### src/rtl/ad9833_sweep_ctrl.sv
// AD9833 frequency-sweep sequencer: issues RSTW/LSB/MSB/CTRL words to a shift engine and dwells per step.
// Define AD9833_SWEEP_PARK_EN to send a final RSTW (DAC parked at midscale) at the end of every non-timeout sweep.
module ad9833_sweep_ctrl #(
  parameter int unsigned DWELL_W    = 24,
  parameter int unsigned STEP_W     = 16,
  parameter int unsigned TX_TIMEOUT = 4096
) (
  input  logic               clock,
  input  logic               resetn,
  input  logic               start,
  input  logic               abort,
  input  logic [27:0]        start_freq,
  input  logic [27:0]        step_freq,
  input  logic [STEP_W-1:0]  num_steps,
  input  logic [DWELL_W-1:0] dwell,
  input  logic [1:0]         mode,
  output logic               tx_go,
  output logic [15:0]        tx_data,
  input  logic               tx_done,
  output logic               busy,
  output logic               done,
  output logic [STEP_W-1:0]  step_idx,
  output logic [27:0]        cur_freq,
  output logic               err_timeout
);

  localparam int unsigned TO_W    = $clog2(TX_TIMEOUT + 1);
  localparam logic [TO_W-1:0] TO_LAST = TO_W'(TX_TIMEOUT - 1);
  localparam logic [15:0] RSTW    = 16'h2100;

  typedef enum logic [2:0] {
    S_IDLE,
    S_ISSUE,
    S_WAIT,
    S_DWELL
`ifdef AD9833_SWEEP_PARK_EN
    ,
    S_PARK_ISSUE,
    S_PARK_WAIT
`endif
  } state_e;

  typedef enum logic [1:0] {
    W_RST,
    W_LSB,
    W_MSB,
    W_CTRL
  } word_e;

  state_e              state_q, state_d;
  word_e               word_q, word_d;
  logic [27:0]         step_q;
  logic [STEP_W-1:0]   last_q;
  logic [DWELL_W-1:0]  dwell_cfg_q;
  logic [1:0]          mode_q;
  logic [27:0]         send_freq_q, send_freq_d;
  logic [STEP_W-1:0]   send_idx_q, send_idx_d;
  logic [27:0]         cur_freq_q, cur_freq_d;
  logic [STEP_W-1:0]   step_idx_q, step_idx_d;
  logic [DWELL_W-1:0]  dwell_cnt_q, dwell_cnt_d;
  logic [TO_W-1:0]     to_cnt_q, to_cnt_d;
  logic                abort_q, abort_d;
  logic                err_q, err_d;
  logic                done_q, done_d;
  logic [15:0]         tx_data_q, tx_data_d;
  logic                start_acc;
  logic                end_sweep;
  logic                abort_req;

  function automatic logic [15:0] ctrl_word(input logic [1:0] m);
    logic [15:0] w;
    unique case (m)
      2'b00:   w = 16'h2000;
      2'b01:   w = 16'h2002;
      2'b10:   w = 16'h2028;
      default: w = 16'h2020;
    endcase
    return w;
  endfunction

  assign abort_req = abort_q | abort;

  always_ff @(posedge clock or negedge resetn) begin
    if (!resetn) begin
      state_q     <= S_IDLE;
      word_q      <= W_RST;
      step_q      <= '0;
      last_q      <= '0;
      dwell_cfg_q <= '0;
      mode_q      <= '0;
      send_freq_q <= '0;
      send_idx_q  <= '0;
      cur_freq_q  <= '0;
      step_idx_q  <= '0;
      dwell_cnt_q <= '0;
      to_cnt_q    <= '0;
      abort_q     <= 1'b0;
      err_q       <= 1'b0;
      done_q      <= 1'b0;
      tx_data_q   <= '0;
    end else begin
      state_q     <= state_d;
      word_q      <= word_d;
      send_freq_q <= send_freq_d;
      send_idx_q  <= send_idx_d;
      cur_freq_q  <= cur_freq_d;
      step_idx_q  <= step_idx_d;
      dwell_cnt_q <= dwell_cnt_d;
      to_cnt_q    <= to_cnt_d;
      abort_q     <= abort_d;
      err_q       <= err_d;
      done_q      <= done_d;
      tx_data_q   <= tx_data_d;
      if (start_acc) begin
        step_q      <= step_freq;
        last_q      <= (num_steps == '0) ? '0 : num_steps - STEP_W'(1);
        dwell_cfg_q <= dwell;
        mode_q      <= mode;
      end
    end
  end

  always_comb begin
    state_d     = state_q;
    word_d      = word_q;
    send_freq_d = send_freq_q;
    send_idx_d  = send_idx_q;
    cur_freq_d  = cur_freq_q;
    step_idx_d  = step_idx_q;
    dwell_cnt_d = dwell_cnt_q;
    to_cnt_d    = to_cnt_q;
    err_d       = err_q;
    done_d      = 1'b0;
    start_acc   = 1'b0;
    end_sweep   = 1'b0;

    unique case (state_q)
      S_IDLE: begin
        if (start) begin
          start_acc   = 1'b1;
          state_d     = S_ISSUE;
          word_d      = W_RST;
          send_freq_d = start_freq;
          send_idx_d  = '0;
          err_d       = 1'b0;
        end
      end

      S_ISSUE: begin
        to_cnt_d = '0;
        state_d  = S_WAIT;
      end

      S_WAIT: begin
        if (tx_done) begin
          // The applied frequency only changes once its MSB half has reached the part.
          if (word_q == W_MSB) begin
            cur_freq_d = send_freq_q;
            step_idx_d = send_idx_q;
          end
          if (abort_req) begin
            end_sweep = 1'b1;
          end else begin
            unique case (word_q)
              W_RST: begin
                word_d  = W_LSB;
                state_d = S_ISSUE;
              end
              W_LSB: begin
                word_d  = W_MSB;
                state_d = S_ISSUE;
              end
              W_MSB: begin
                if (send_idx_q == '0) begin
                  word_d  = W_CTRL;
                  state_d = S_ISSUE;
                end else begin
                  dwell_cnt_d = dwell_cfg_q;
                  state_d     = S_DWELL;
                end
              end
              default: begin
                dwell_cnt_d = dwell_cfg_q;
                state_d     = S_DWELL;
              end
            endcase
          end
        end else if (to_cnt_q == TO_LAST) begin
          err_d   = 1'b1;
          done_d  = 1'b1;
          state_d = S_IDLE;
        end else begin
          to_cnt_d = to_cnt_q + TO_W'(1);
        end
      end

      S_DWELL: begin
        if (abort_req) begin
          end_sweep = 1'b1;
        end else if (dwell_cnt_q == '0) begin
          if (step_idx_q == last_q) begin
            end_sweep = 1'b1;
          end else begin
            send_idx_d  = step_idx_q + STEP_W'(1);
            send_freq_d = cur_freq_q + step_q;
            word_d      = W_LSB;
            state_d     = S_ISSUE;
          end
        end else begin
          dwell_cnt_d = dwell_cnt_q - DWELL_W'(1);
        end
      end

`ifdef AD9833_SWEEP_PARK_EN
      S_PARK_ISSUE: begin
        to_cnt_d = '0;
        state_d  = S_PARK_WAIT;
      end

      S_PARK_WAIT: begin
        if (tx_done) begin
          done_d  = 1'b1;
          state_d = S_IDLE;
        end else if (to_cnt_q == TO_LAST) begin
          err_d   = 1'b1;
          done_d  = 1'b1;
          state_d = S_IDLE;
        end else begin
          to_cnt_d = to_cnt_q + TO_W'(1);
        end
      end
`endif

      default: state_d = S_IDLE;
    endcase

    if (end_sweep) begin
`ifdef AD9833_SWEEP_PARK_EN
      state_d = S_PARK_ISSUE;
`else
      state_d = S_IDLE;
      done_d  = 1'b1;
`endif
    end

    // Abort is remembered across ISSUE/WAIT so an in-flight word still completes first.
    abort_d = (state_q != S_IDLE && state_d != S_IDLE) ? abort_req : 1'b0;
  end

  always_comb begin
    tx_data_d = tx_data_q;
    if (state_d == S_ISSUE && state_q != S_ISSUE) begin
      unique case (word_d)
        W_RST:   tx_data_d = RSTW;
        W_LSB:   tx_data_d = {2'b01, send_freq_d[13:0]};
        W_MSB:   tx_data_d = {2'b01, send_freq_d[27:14]};
        default: tx_data_d = ctrl_word(mode_q);
      endcase
    end
`ifdef AD9833_SWEEP_PARK_EN
    if (state_d == S_PARK_ISSUE && state_q != S_PARK_ISSUE) begin
      tx_data_d = RSTW;
    end
`endif
  end

  always_comb begin
    tx_go = (state_q == S_ISSUE);
`ifdef AD9833_SWEEP_PARK_EN
    tx_go = tx_go | (state_q == S_PARK_ISSUE);
`endif
    busy        = (state_q != S_IDLE);
    done        = done_q;
    tx_data     = tx_data_q;
    step_idx    = step_idx_q;
    cur_freq    = cur_freq_q;
    err_timeout = err_q;
  end

endmodule

### config.mk
export PLATFORM = sky130hd
export DESIGN_NAME = ad9833_sweep_ctrl
export DESIGN_NICKNAME = d
export VERILOG_FILES = /design/src/rtl/ad9833_sweep_ctrl.sv
export SDC_FILE = /design/constraint.sdc
export NUM_CORES = 1
export LEC_CHECK = 0
export ABC_AREA = 1
export ABC_CLOCK_PERIOD_IN_PS = 3800
export BUFFER_PORTS_ARGS = -buffer_cell sky130_fd_sc_hd__buf_2
export CAP_MARGIN = 20
export CORE_ASPECT_RATIO = 1.25
export CORE_MARGIN = 10
export CORE_UTILIZATION = 59
export DETAILED_ROUTE_END_ITERATION = 16
export GPL_ROUTABILITY_DRIVEN = 0
export PLACE_DENSITY = 0.81
export SETUP_SLACK_MARGIN = 0.4
export SYNTH_ARGS = -nofsm -noshare
export SYNTH_HDL_FRONTEND = slang
export SYNTH_SLANG_ARGS = --single-unit
export TNS_END_PERCENT = 100
### constraint.sdc
create_clock -name clock -period 3.8 [get_ports clock]
set_clock_uncertainty 0.15 [all_clocks]
set_input_delay 0.19 -clock clock [delete_from_list [all_inputs] [get_ports clock]]
set_output_delay 0.19 -clock clock [all_outputs]
set_load 0.01 [all_outputs]
# ---- After elaboration in Yosys (flattened, before gate mapping)
# Index checks and enable logic that the tools add are counted.
dict set report classes {
  addsub 5
  n_eq_ne 25
  mux 60
  bitwise 1
  n_reduce_logical 21
}
# cell n
set op_table {}
lappend op_table {{24-bit 2-to-1 mux} 5}
lappend op_table {{28-bit 2-to-1 mux} 4}
lappend op_table {{24-bit one-hot mux with 2 select lines} 2}
lappend op_table {{16-bit 2-to-1 mux} 5}
lappend op_table {{28-bit one-hot mux with 2 select lines} 1}
lappend op_table {{15-bit one-hot mux with 3 select lines} 1}
lappend op_table {{16-bit zero test} 2}
lappend op_table {{16-bit one-hot mux with 2 select lines} 1}
lappend op_table {{28-bit adder} 1}
lappend op_table {{13-bit 2-to-1 mux} 2}
lappend op_table {{13-bit one-hot mux with 2 select lines} 1}
lappend op_table {{24-bit zero test} 1}
lappend op_table {{3-bit 2-to-1 mux} 8}
lappend op_table {{24-bit by 1-bit subtractor with 24-bit output (second input constant)} 1}
lappend op_table {{2-bit != test (second input constant)} 11}
lappend op_table {{6-bit one-hot mux with 3 select lines} 1}
lappend op_table {{16-bit by 1-bit adder with 16-bit output (second input constant)} 1}
lappend op_table {{16-bit equality test} 1}
lappend op_table {{2-bit 2-to-1 mux} 8}
lappend op_table {{16-bit by 1-bit subtractor with 16-bit output (second input constant)} 1}
lappend op_table {{1-bit 2-to-1 mux} 15}
lappend op_table {{13-bit by 1-bit adder with 13-bit output (second input constant)} 1}
lappend op_table {{13-bit by 12-bit equality test with 1-bit output (second input constant)} 1}
lappend op_table {{2-bit one-hot mux with 3 select lines} 2}
lappend op_table {{20 further kinds} 35}
dict set report totals {
  ff_bits 219
  in_bits 103
  output_inout_bits 64
  word_cells 128
}

# ---- Logic depth before layout (Yosys ltp)
# Gate-level depths: netlist of run 1.
dict set report depth {
  word_depth 10
  depth_mapped 20
  mapped_depth_nobuf 20
}

# ---- Worst setup path before layout of run 1
# Ideal clock, no wire load.
dict set report synth_path {
  path_kind {register to register}
  startpoint {register dwell_cnt_q[0]}
  endpoint {register tx_data_q[0], in the netlist tx_data[0]}
  setup_time_ns 0.116
  arrival_time_ns 2.526
  required_ns 3.534
  setup_slack_ns 1.007
  stages_incl_launch_ff 19
  path_buffers 2
  period_less_slack_ns 2.793
  cell_sequence {dfrtp_1 -> inv_1 -> ha_1 -> nand2_2 -> nor2_2 -> nand3_4 -> nor2_8 -> nand2_4 -> nor2_8 -> nand3_4 -> buf_2 -> o211ai_1 -> inv_1 -> ha_1 -> clkbuf_1 -> nand3_1 -> nand2_1 -> nand2_1 -> nand2_1}
}
dict set report synth_between {
  elab_cells_between_ends 20
  cone_classes {eq/ne: 3; mux: 14; reduce/logical: 3}
}
# element line_no
set synth_lines {}
lappend synth_lines {{from (decl)} 60} ;# logic [DWELL_W-1:0] dwell_cnt_q, dwell_cnt_d;
lappend synth_lines {{from (signal assigned)} 108} ;# dwell_cnt_q <= dwell_cnt_d;
lappend synth_lines {{24-bit zero test (*)} 200} ;# end else if (dwell_cnt_q == '0) begin
lappend synth_lines {{2-bit 2-to-1 mux (*)} 200}
lappend synth_lines {{2-bit 2-to-1 mux (*)} 198} ;# if (abort_req) begin
lappend synth_lines {{2-bit one-hot mux with 3 select lines (*)} 137} ;# unique case (state_q)
lappend synth_lines {{net word_d[0]} 51} ;# word_e word_q, word_d;
lappend synth_lines {{2-bit equality test (tied with other cells)} 253} ;# unique case (word_d)
lappend synth_lines {{15-bit one-hot mux with 3 select lines (*)} 253}
lappend synth_lines {{to (signal assigned)} 113} ;# tx_data_q <= tx_data_d;
lappend synth_lines {{to (decl)} 65} ;# logic [15:0] tx_data_q, tx_data_d;
# Mark *: on every way through the listed nets, which the timed path passes. The rest lies on a longest branch.
# A chain may end at the register's enable or synchronous reset.

# ---- Worst setup path in the final report of run 1
dict set report layout_path {
  startpoint {register dwell_cnt_q[0]}
  endpoint {register tx_data_q[13], in the netlist tx_data[13]}
}
# Same word-level chain as after synthesis.

==> summary.md, run 1 <==
| Metric | Value |
|---|---|
| Yosys reg bits | `~220` |
| DP Cell Count | `2,146` |
| Final Non-Filler Cells | `2,293` |
| Wire per inst | `between 15 and 20 um` |
| Pwr dens | `489.0 nW/um^2` |
| Tightest Pin Transition | `0.9242 ns` |
| Layout cells sized above 1 | `15.10%` |
| Largest net degree at the start of global routing | `121` |
| Synth warn | `0` |
| First-pass GRT wire length | `63,420 um` |
| Crit path max fanout | `19` |
| Max Cap Violations | `0` |
| IO buf count | `165` |
| Mapped Area | `12,970 um^2` |
| Post-layout min period | `3.253 ns` |
| Rows | `60` |
| RSZ-0062 raised after global routing | `true` |
| Ys flop type | `dfrtp_1` |
| DR iter-0 viols | `~1,200` |
| Final setup viols | `0` |
| Worst-Skew Late Latency | `0.52 ns` |
| Crit end category | `flop` |
| Most frequent cell after synthesis | `nand2_1` |
| Post-synth cell types | `60` |
| Tot Pwr | `0.007758 W` |
| Leakage | `8.172 nW` |
| Root buffer cell | `clkbuf_16` |
| DIE HEIGHT | `185.8 um` |
| Final hold violations | `0` |
| Die area | `~28,000 um^2` |
| Grt ovf | `0` |
| Top cells by area, synth | `dfrtp_1, nand2_1, inv_1` |
| I/O pins | `167` |
| EDFF count, synth | `0` |
| Cell taking the most area after synthesis | `dfrtp_1` |
| Required @ worst endpoint | `4.06 ns` |
| CP max-delay cell | `dfrtp_1` |
| Critical path class | `reg2reg` |
| Fmax | `307.4 MHz` |
| CTS clk-pin slew, worst paths | `0.06 ns` |
| Type of the worst min-delay path | `in2reg` |
| Hold WS | `0.1624 ns` |
| ANT nets after route | `0` |
| Ys async rst share | `100.0%` |
| Rel. slew slack | `between 30% and 40%` |
| Post-layout net count | `approximately 2,100` |
| Clk sinks | `~220` |
| Initial antenna violation count | `1` |
| Slowest Stage Delay on Critical Path | `0.40 ns` |
| Critical Path, Cell by Cell | `inv_1, ha_1, nand2_2, nor2_2, nand3_4, nor2_8, nand3_4, nand2_2, a21oi_1, a21oi_2, inv_1, ha_1, nor2_8, nand3_1, nor2_1, nor2_1` |
| Startpoint Class | `flop` |
| WL final | `39,500 um` |
| CTS buffer count | `23` |
| CTS tree | `built` |
| Starting Density | `between 50 and 60%` |
| Status | `finished, final reports clean` |
| Area grow syn2layout | `22.33%` |
| Setup WS pre-CTS | `around 0.52 ns` |
| Top cell type's share of synthesized area | `42.06%` |
| Syn Inst Count | `about 1,700` |
| Peak VDD IR | `between 400 and 500 uV` |
| DR pass1 iterations | `7` |
| Hpwl dp | `27,190 um` |
| Die W | `152.6 um` |
| CTS Buffer Depth | `3` |
| Drt drc | `0` |
| Core area | `between 20,000 and 25,000 um^2` |
| PnR worst setup slack | `0.5470 ns` |
| GRT Total Usage | `26.78%` |
| Max Slew Vio Count | `0` |
| H-tree level count | `1` |
| Setup TNS | `0 ns` |
| Worst EP arrival | `between 3 and 4 ns` |
| Final period utilization | `85.60%` |
| Multi-input logic area | `6476 um^2` |
| Synth Area per Inst | `roughly 7.5 um^2` |
| Vias | `12,880` |
| Filler Cell Count | `1,602` |
| Vias per Instance | `5.618` |
| Post-CTS setup buffer count | `0` |
| Sequential element share of the synthesized area | `42.06%` |
| Vias in the first global route | `about 13,000` |
| Post-synth top cells | `nand2_1, dfrtp_1, inv_1, nor2_1, o21ai_0` |
| Register area | `between 5000 and 6000 um^2` |
[where the power goes]
group          leakage [nW]  total (W)  switching [W]  internal [W]
clock                 0.390    0.00236       0.000958       0.00141
sequential             2.81    0.00320       0.000388       0.00282
combinational          4.97    0.00219        0.00140      0.000791
[layout by cell type, fill, tap and decap left out, drive strengths merged, types with 2 or more instances in the layout]
cell | synthesis | final
nand2 | 614 | 614
dfrtp | 218 | 218
inv | 209 | 209
buf | 29 | 179
nor2 | 128 | 128
dlygate4sd3 | 0 | 104
o21ai | 99 | 99
nand3 | 92 | 92
a21oi | 80 | 80
ha | 35 | 35
clkbuf | 23 | 35
o22ai | 29 | 29
nor3 | 27 | 27
xor2 | 21 | 21
xnor2 | 18 | 18
nand4 | 17 | 17
o211ai | 15 | 15
a221oi | 12 | 12
a31oi | 10 | 10
a21boi | 10 | 10
a22oi | 8 | 8
mux2 | 6 | 6
clkinv | 2 | 6
nand3b | 5 | 5
nor4 | 4 | 4
or2 | 3 | 3
and2 | 3 | 3
o21a | 2 | 2
and3 | 2 | 2
o21bai | 2 | 2
a211oi | 2 | 2
a31o | 2 | 2
o31ai | 2 | 2
o221ai | 2 | 2
conb | 1 | 2
bufinv | 0 | 2
[cell type report]
class,count,share of cell area (%)
antenna,1,0.01577
inverter,211,5.008
timing repair buffer,283,12.57
sequential,218,34.39
tap,279,2.200
clock buffer,35,4.417
multi-input combinational,1259,40.82
clock inverter,7,0.5758
[registers in the layout (all words and copies together), names as in the netlist, 2 cells and up]
signal	count
send_idx_q	16
dwell_cnt_q	24
last_q	16
word_q	2
state_q	3
dwell_cfg_q	24
step_q	28
send_freq_q	28
cur_freq	28
tx_data	15
step_idx	16
mode_q	2
to_cnt_q	13
[logic make-up after synthesis]
kind of cell	count (synthesis)	synth area share (%)
muxes	6	0.5209
and+or+nand+nor	896	29.84
adders and majority gates	36	3.531
buffers and inverters	263	8.094
other	1	0.02892
xor gates and xnor gates	39	2.634
DFF	218	42.06
AOI/OAI and AO/OA	280	13.28
[stage by stage]
stage | instance area [um^2] | util (%)
floorplan | 12970 | -
global placement | 14020 | 64.84
detailed placement | 14020 | 64.84
CTS | 15850 | 73.32
global route | 15860 | 73.37
finish | 15860 | 73.37
[worst max-delay path: cells and delay by family (launching register included)]
kind,cells,cell delay (ns)
AO/OA/AOI/OAI,2,0.31
adder cells (fa/ha/maj),2,0.53
buffers and inverters,2,0.20
flip-flops,1,0.40
AND/OR/NAND/NOR,10,1.53
[path summary, 6_finish.rpt]
kind                                            startpoint                         end  slack (ns)  depth (start not counted)
worst max-delay path            dwell_cnt_q[0]$_DFFE_PN0P_     tx_data[13]$_DFFE_PN0P_        0.55                         16
worst min-delay path                                 abort        state_q[0]$_DFF_PN0_        0.16                          6
worst max register to register  dwell_cnt_q[0]$_DFFE_PN0P_     tx_data[13]$_DFFE_PN0P_        0.55                         16
worst min register to register  dwell_cfg_q[7]$_DFFE_PN0P_  dwell_cfg_q[7]$_DFFE_PN0P_        0.33                          2
max in group asynchronous                           resetn      step_q[16]$_DFFE_PN0P_        2.30                          3
min in group asynchronous                           resetn      last_q[15]$_DFFE_PN0P_        0.18                          2
[per-layer routing]
metal,global-route usage [%],up-vias,wire length (um)
li1,-,6136,-
met1,31.95,5972,15130
met2,45.57,638,19090
met3,5.312,136,3375
met4,13.03,0,1915
met5,0,-,0
[timing repair]
action,4_1_cts,5_1_grt
resized for setup,0,3
hold buffers,104,0
endpoints found under the hold margin,224,0
setup endpoints to repair,0,14
No activity file was read; power rests on OpenSTA's default activity.
==> run 2: changes to the inputs <==
--- a/config.mk
+++ b/config.mk
@@ -7,14 +7,14 @@
 export LEC_CHECK = 0
 export ABC_AREA = 1
 export ABC_CLOCK_PERIOD_IN_PS = 3800
-export BUFFER_PORTS_ARGS = -buffer_cell sky130_fd_sc_hd__buf_2
+export BUFFER_PORTS_ARGS = -buffer_cell sky130_fd_sc_hd__buf_4
 export CAP_MARGIN = 20
 export CORE_ASPECT_RATIO = 1.25
 export CORE_MARGIN = 10
-export CORE_UTILIZATION = 59
+export CORE_UTILIZATION = 50
 export DETAILED_ROUTE_END_ITERATION = 16
 export GPL_ROUTABILITY_DRIVEN = 0
-export PLACE_DENSITY = 0.81
+export PLACE_DENSITY = 0.71
 export SETUP_SLACK_MARGIN = 0.4
 export SYNTH_ARGS = -nofsm -noshare
 export SYNTH_HDL_FRONTEND = slang
==> summary.md, run 2 (synthesized netlist as in run 1, its figures left out) <==
| Metric | Value |
|---|---|
| Crit end category | `flop` |
| Rows | `65` |
| Vias | `12,530` |
| DR iter-0 viols | `911` |
| Final period utilization | `between 80% and 90%` |
| Drt drc | `0` |
| Critical Path, Cell by Cell | `nor2_2, nand2_2, inv_2, nand2_2, inv_4, buf_12, o41ai_4, buf_4, o21bai_1, dlygate4sd3_1, o22ai_1` |
| Starting Density | `51.11%` |
| WL met2 | `between 15,000 and 20,000 um` |
| Die W | `164.1 um` |
| Clk sinks | `218` |
| Worst-Skew Late Latency | `0.52 ns` |
| Final setup viols | `0` |
| WL met1 | `16,130 um` |
| Grt ovf | `0` |
| Setup WS pre-CTS | `0.5928 ns` |
| Worst EP arrival | `3.52 ns` |
| Slowest Stage Delay on Critical Path | `approximately 0.55 ns` |
| Root buffer cell | `clkbuf_16` |
| CTS tree | `built` |
| Tot Pwr | `0.007721 W` |
| Post-layout min period | `3.237 ns` |
| Core area | `25,370 um^2` |
| Final hold violations | `0` |
| ANT nets after route | `0` |
| Critical path's top delay family | `buffers and inverters` |
| Peak VDD IR | `~340 uV` |
| Reg2reg end | `last_q[14]$_DFFE_PN0P_` |
| DIE HEIGHT | `approximately 200 um` |
| Fmax | `just over 300 MHz` |
| Required @ worst endpoint | `4.09 ns` |
| Tightest Pin Transition | `0.8791 ns` |
| Leakage | `8.325 nW` |
| CP max-delay cell | `dlygate4sd3_1` |
| Largest net degree at the start of global routing | `112` |
| RSZ-0062 raised after global routing | `true` |
| Status | `finished, final reports clean` |
| CP bufs+invs | `5` |
| Max Slew Vio Count | `0` |
| Critical path class | `reg2reg` |
| Die area | `32,820 um^2` |
| Final Non-Filler Cells | `2,364` |
| Setup TNS | `0 ns` |
| H-tree level count | `1` |
| Type of the worst min-delay path | `in2async` |
| Met3 WL post-DR | `roughly 2300 um` |
| First-pass GRT wire length | `~64,000 um` |
| DP Cell Count | `between 2,000 and 2,500` |
| CTS buffer count | `24` |
| Layout cells sized above 1 | `15.28%` |
| Initial antenna violation count | `0` |
| ANT cells | `0` |
| Wire per inst | `16.58 um` |
| Crit path max fanout | `54` |
| GRT Total Usage | `23.79%` |
| WL final | `just under 40,000 um` |
| Reg2reg setup slack | `approximately 0.56 ns` |
| Top Layer Used | `met4` |
| Most common cell after layout, fill and taps aside | `nand2_1` |
| Rel. slew slack | `41.39%` |
| CTS Buffer Depth | `3` |
| Startpoint Class | `flop` |
| I/O pins | `around 170` |
| Most frequent cells in the layout | `nand2_1, dfrtp_1, inv_1` |
| Max Cap Violations | `0` |
| IO buf count | `165` |
| R2R depth | `11` |
| Post-layout net count | `2,151` |
| Area grow syn2layout | `27.06%` |
| Filler Cell Count | `2,209` |
| Hpwl dp | `approximately 28,000 um` |
| Vias per Instance | `5.302` |
| Reg-to-Reg Start | `state_q[2]$_DFF_PN0_` |
| DR pass1 iterations | `5` |
| CTS clk-pin slew, worst paths | `0.06 ns` |
| Vias in the first global route | `12,740` |
| CP most frequent cell | `nand2_2` |
| Pwr dens | `468.6 nW/um^2` |
| PnR worst setup slack | `roughly 0.56 ns` |
## run 2: worst max-delay path by stage
stage                                    endpoint  cells after the start                        from
after detailed placement  tx_data[13]$_DFFE_PN0P_                     16  dwell_cnt_q[1]$_DFFE_PN0P_
final                      last_q[14]$_DFFE_PN0P_                     11        state_q[2]$_DFF_PN0_
after floorplan            tx_data[0]$_DFFE_PN0P_                     18  dwell_cnt_q[0]$_DFFE_PN0P_
after CTS                  last_q[14]$_DFFE_PN0P_                     10        state_q[2]$_DFF_PN0_
after global placement    tx_data[13]$_DFFE_PN0P_                     16  dwell_cnt_q[0]$_DFFE_PN0P_
after global routing       last_q[14]$_DFFE_PN0P_                     11        state_q[2]$_DFF_PN0_
## run 2: worst register-to-register path, stage by stage, from the launching register on
cell,delay [ns]
dfrtp_1,0.46
nor2_2,0.18
nand2_2,0.14
inv_2,0.09
nand2_2,0.33
inv_4,0.36
buf_12,0.30
o41ai_4,0.14
buf_4,0.20
o21bai_1,0.16
dlygate4sd3_1,0.55
o22ai_1,0.10
## run 2: layer usage
metal | track usage, % | up-vias
met2 | 41.87 | 420
li1 | - | 6157
met4 | 8.054 | 0
met5 | 0 | -
met3 | 3.710 | 87
met1 | 29.04 | 5870
## run 2: power by group
part	internal (W)	switching (W)	total, W	leakage (nW)
sequential	0.00282	0.000383	0.00320	2.81
combinational	0.000864	0.00138	0.00225	5.13
clock	0.00133	0.000944	0.00228	0.386
## run 2: repair_timing
action	in CTS	in global routing
hold buffers	114	0
endpoints found under the hold margin	218	0
gates resized for setup	0	4
setup buffers	0	4
setup endpoints to repair	0	15
## run 2: layout make-up
cell class / instances / area (um^2) / share of cell area [%]
tap: 335 / 419.2 / 2.544
multi-input combinational: 1259 / 6474 / 39.29
clock inverter: 8 / 45.04 / 0.2733
sequential: 218 / 5455 / 33.11
inverter: 211 / 797.0 / 4.837
clock buffer: 35 / 733.2 / 4.450
timing repair buffer: 298 / 2555 / 15.50
## run 2: through the flow
| stage | area [um^2] | hold slack [ns] | utilization (%) |
|---|---|---|---|
| finish | 16480 | 0.1550 | 64.94 |
| global route | 16480 | 0.1956 | 64.94 |
| CTS | 16440 | 0.1407 | 64.79 |
| detailed placement | 14520 | 0.1688 | 57.22 |
| global placement | 14520 | 0.1643 | 57.22 |
| floorplan | 12970 | -0.2556 | - |
==> run 3: changes to the inputs <==
--- a/config.mk
+++ b/config.mk
@@ -6,7 +6,6 @@
 export NUM_CORES = 1
 export LEC_CHECK = 0
 export ABC_AREA = 1
-export ABC_CLOCK_PERIOD_IN_PS = 3800
 export BUFFER_PORTS_ARGS = -buffer_cell sky130_fd_sc_hd__buf_4
 export CAP_MARGIN = 20
 export CORE_ASPECT_RATIO = 1.25
@@ -16,6 +15,7 @@
 export GPL_ROUTABILITY_DRIVEN = 0
 export PLACE_DENSITY = 0.71
 export SETUP_SLACK_MARGIN = 0.4
+export SLEW_MARGIN = 20
 export SYNTH_ARGS = -nofsm -noshare
 export SYNTH_HDL_FRONTEND = slang
 export SYNTH_SLANG_ARGS = --single-unit
==> constraint.sdc (replaced) <==
create_clock -name clock -period 3.7 [get_ports clock]
set_clock_uncertainty 0.15 [all_clocks]
set_input_delay 0.185 -clock clock [delete_from_list [all_inputs] [get_ports clock]]
set_output_delay 0.185 -clock clock [all_outputs]
set_load 0.01 [all_outputs]
==> summary.md, run 3 (synthesized netlist as in run 1, its figures left out) <==
| Metric | Value |
|---|---|
| DIE HEIGHT | `200.1 um` |
| Critical path's top delay family | `simple AND/OR/NAND/NOR gates` |
| Vias per Instance | `about 5.3` |
| Root buffer cell | `clkbuf_16` |
| CTS clk-pin slew, worst paths | `~0.060 ns` |
| GRT Total Usage | `23.45%` |
| CP max-delay cell | `ha_1` |
| Vias | `12,490` |
| Core area | `25,370 um^2` |
| Initial antenna violation count | `0` |
| Hold WS | `0.05312 ns` |
| Design area | `16,390 um^2` |
| ANT cells | `0` |
| Most frequent cells in the layout | `nand2_1, dfrtp_1, inv_1` |
| Most common cell after layout, fill and taps aside | `nand2_1` |
| Worst EP arrival | `3.41 ns` |
| Grt ovf | `0` |
| H-tree level count | `1` |
| Die area | `32,820 um^2` |
| Startpoint Class | `flop` |
| Rel. slew slack | `approximately 36%` |
| Required @ worst endpoint | `4.02 ns` |
| CTS Buffer Depth | `3` |
| Crit path max fanout | `11` |
| Max Cap Violations | `0` |
| Type of the worst min-delay path | `in2reg` |
| Fmax | `322.7 MHz` |
| Die W | `164.1 um` |
| RSZ-0062 raised after global routing | `false` |
| Final period utilization | `83.76%` |
| Crit end category | `flop` |
| Pwr dens | `492.0 nW/um^2` |
| Filler Cell Count | `2,204` |
| Setup TNS | `0 ns` |
| Layout cells sized above 1 | `15.09%` |
| Drt drc | `0` |
| Setup WS pre-CTS | `0.4792 ns` |
| Rows | `65` |
| PnR worst setup slack | `~0.60 ns` |
| Vias in the first global route | `12,540` |
| Final setup viols | `0` |
| Post-layout min period | `3.099 ns` |
| First-pass GRT wire length | `~63,000 um` |
| Status | `finished, final reports clean` |
| Final hold violations | `0` |
| DR pass1 iterations | `5` |
| ANT nets after route | `0` |
| Tightest Pin Transition | `0.9626 ns` |
| I/O pins | `167` |
| Max Slew Vio Count | `0` |
| CTS buffer count | `25` |
| Critical path class | `reg2reg` |
| Largest net degree at the start of global routing | `a little under 100` |
| Starting Density | `51.11%` |
| CP bufs+invs | `2` |
| CTS tree | `built` |
| Area grow syn2layout | `26.38%` |
| Clk sinks | `218` |
| IO buf count | `165` |
| Post-layout net count | `2,138` |
| Leakage | `8.280 nW` |
| Slowest Stage Delay on Critical Path | `0.45 ns` |
| Hpwl dp | `28,190 um` |
| Critical Path, Cell by Cell | `inv_1, ha_1, nand2_2, nor2_2, nand3_4, nor2_8, nand2_4, nor2_8, nand3_4, o211ai_1, ha_1, nand3_1, o21ai_0, inv_1, nand2_1` |
| WL final | `about 39,000 um` |
| Wire per inst | `16.68 um` |
| Peak VDD IR | `approximately 400 uV` |
| DR iter-0 viols | `892` |
| Area after DPL | `14,490 um^2` |
| Worst-Skew Late Latency | `0.53 ns` |
-- run 3: cell type report --
| cell class | count | area (um^2) | area share [%] |
|---|---|---|---|
| well taps | 335 | 419.2 | 2.557 |
| multi-input cells | 1260 | 6485 | 39.57 |
| flip-flops and latches | 218 | 5455 | 33.28 |
| repair buffers | 283 | 2405 | 14.67 |
| inverters | 211 | 797.0 | 4.863 |
| clock inverters | 6 | 87.58 | 0.5344 |
| clock buffers | 37 | 740.7 | 4.519 |
-- run 3: worst min-delay path, stage by stage --
cell and delay (ns):
buf_4 0.10, a221oi_1 0.07, a21boi_1 0.29
-- run 3: through the flow --
stage          utilization [%]  total power, W  std cells
2_1_floorplan                -        0.004709       1740
3_3_place_gp             57.09        0.005393       2200
5_1_grt                  64.59        0.008522       2350
4_1_cts                  64.45        0.008067       2347
6_report                 64.59        0.008063       2350
3_5_place_dp             57.09        0.005447       2200
-- run 3: per-layer routing --
layer	GRT usage (%)	wire length, um
met1	28.54	15880
met2	40.42	19400
met3	4.181	2533
met4	9.148	1380
met5	0	0
-- run 3: where the power goes --
| group | leakage [nW] | switching (W) | internal, W |
|---|---|---|---|
| Clock | 0.409 | 0.000987 | 0.00152 |
| Sequential | 2.81 | 0.000395 | 0.00289 |
| Combinational | 5.06 | 0.00142 | 0.000856 |
| Total | 8.28 | 0.00280 | 0.00526 |
-- run 3: repair_timing --
| action | 4_1_cts | 5_1_grt |
|---|---|---|
| resized for setup | 0 | 4 |
| hold endpoints to repair | 203 | 0 |
| setup endpoints to repair | 0 | 14 |
| hold buffers | 104 | 0 |
| buffers inserted | 0 | 2 |
-- run 3: path summary, 6_finish.rpt --
path,startpoint,end,slack (ns),cells after the start
setup / recovery,dwell_cnt_q[0]$_DFFE_PN0P_,tx_data[3]$_DFFE_PN0P_,0.60,15
hold / removal,start_freq[20],send_freq_q[20]$_DFF_PN0_,0.05,3
setup reg to reg,dwell_cnt_q[0]$_DFFE_PN0P_,tx_data[3]$_DFFE_PN0P_,0.60,15
hold reg to reg,dwell_cfg_q[1]$_DFFE_PN0P_,dwell_cfg_q[1]$_DFFE_PN0P_,0.33,2
max in group asynchronous,resetn,cur_freq[17]$_DFFE_PN0P_,2.28,3
min in group asynchronous,resetn,last_q[15]$_DFFE_PN0P_,0.15,2
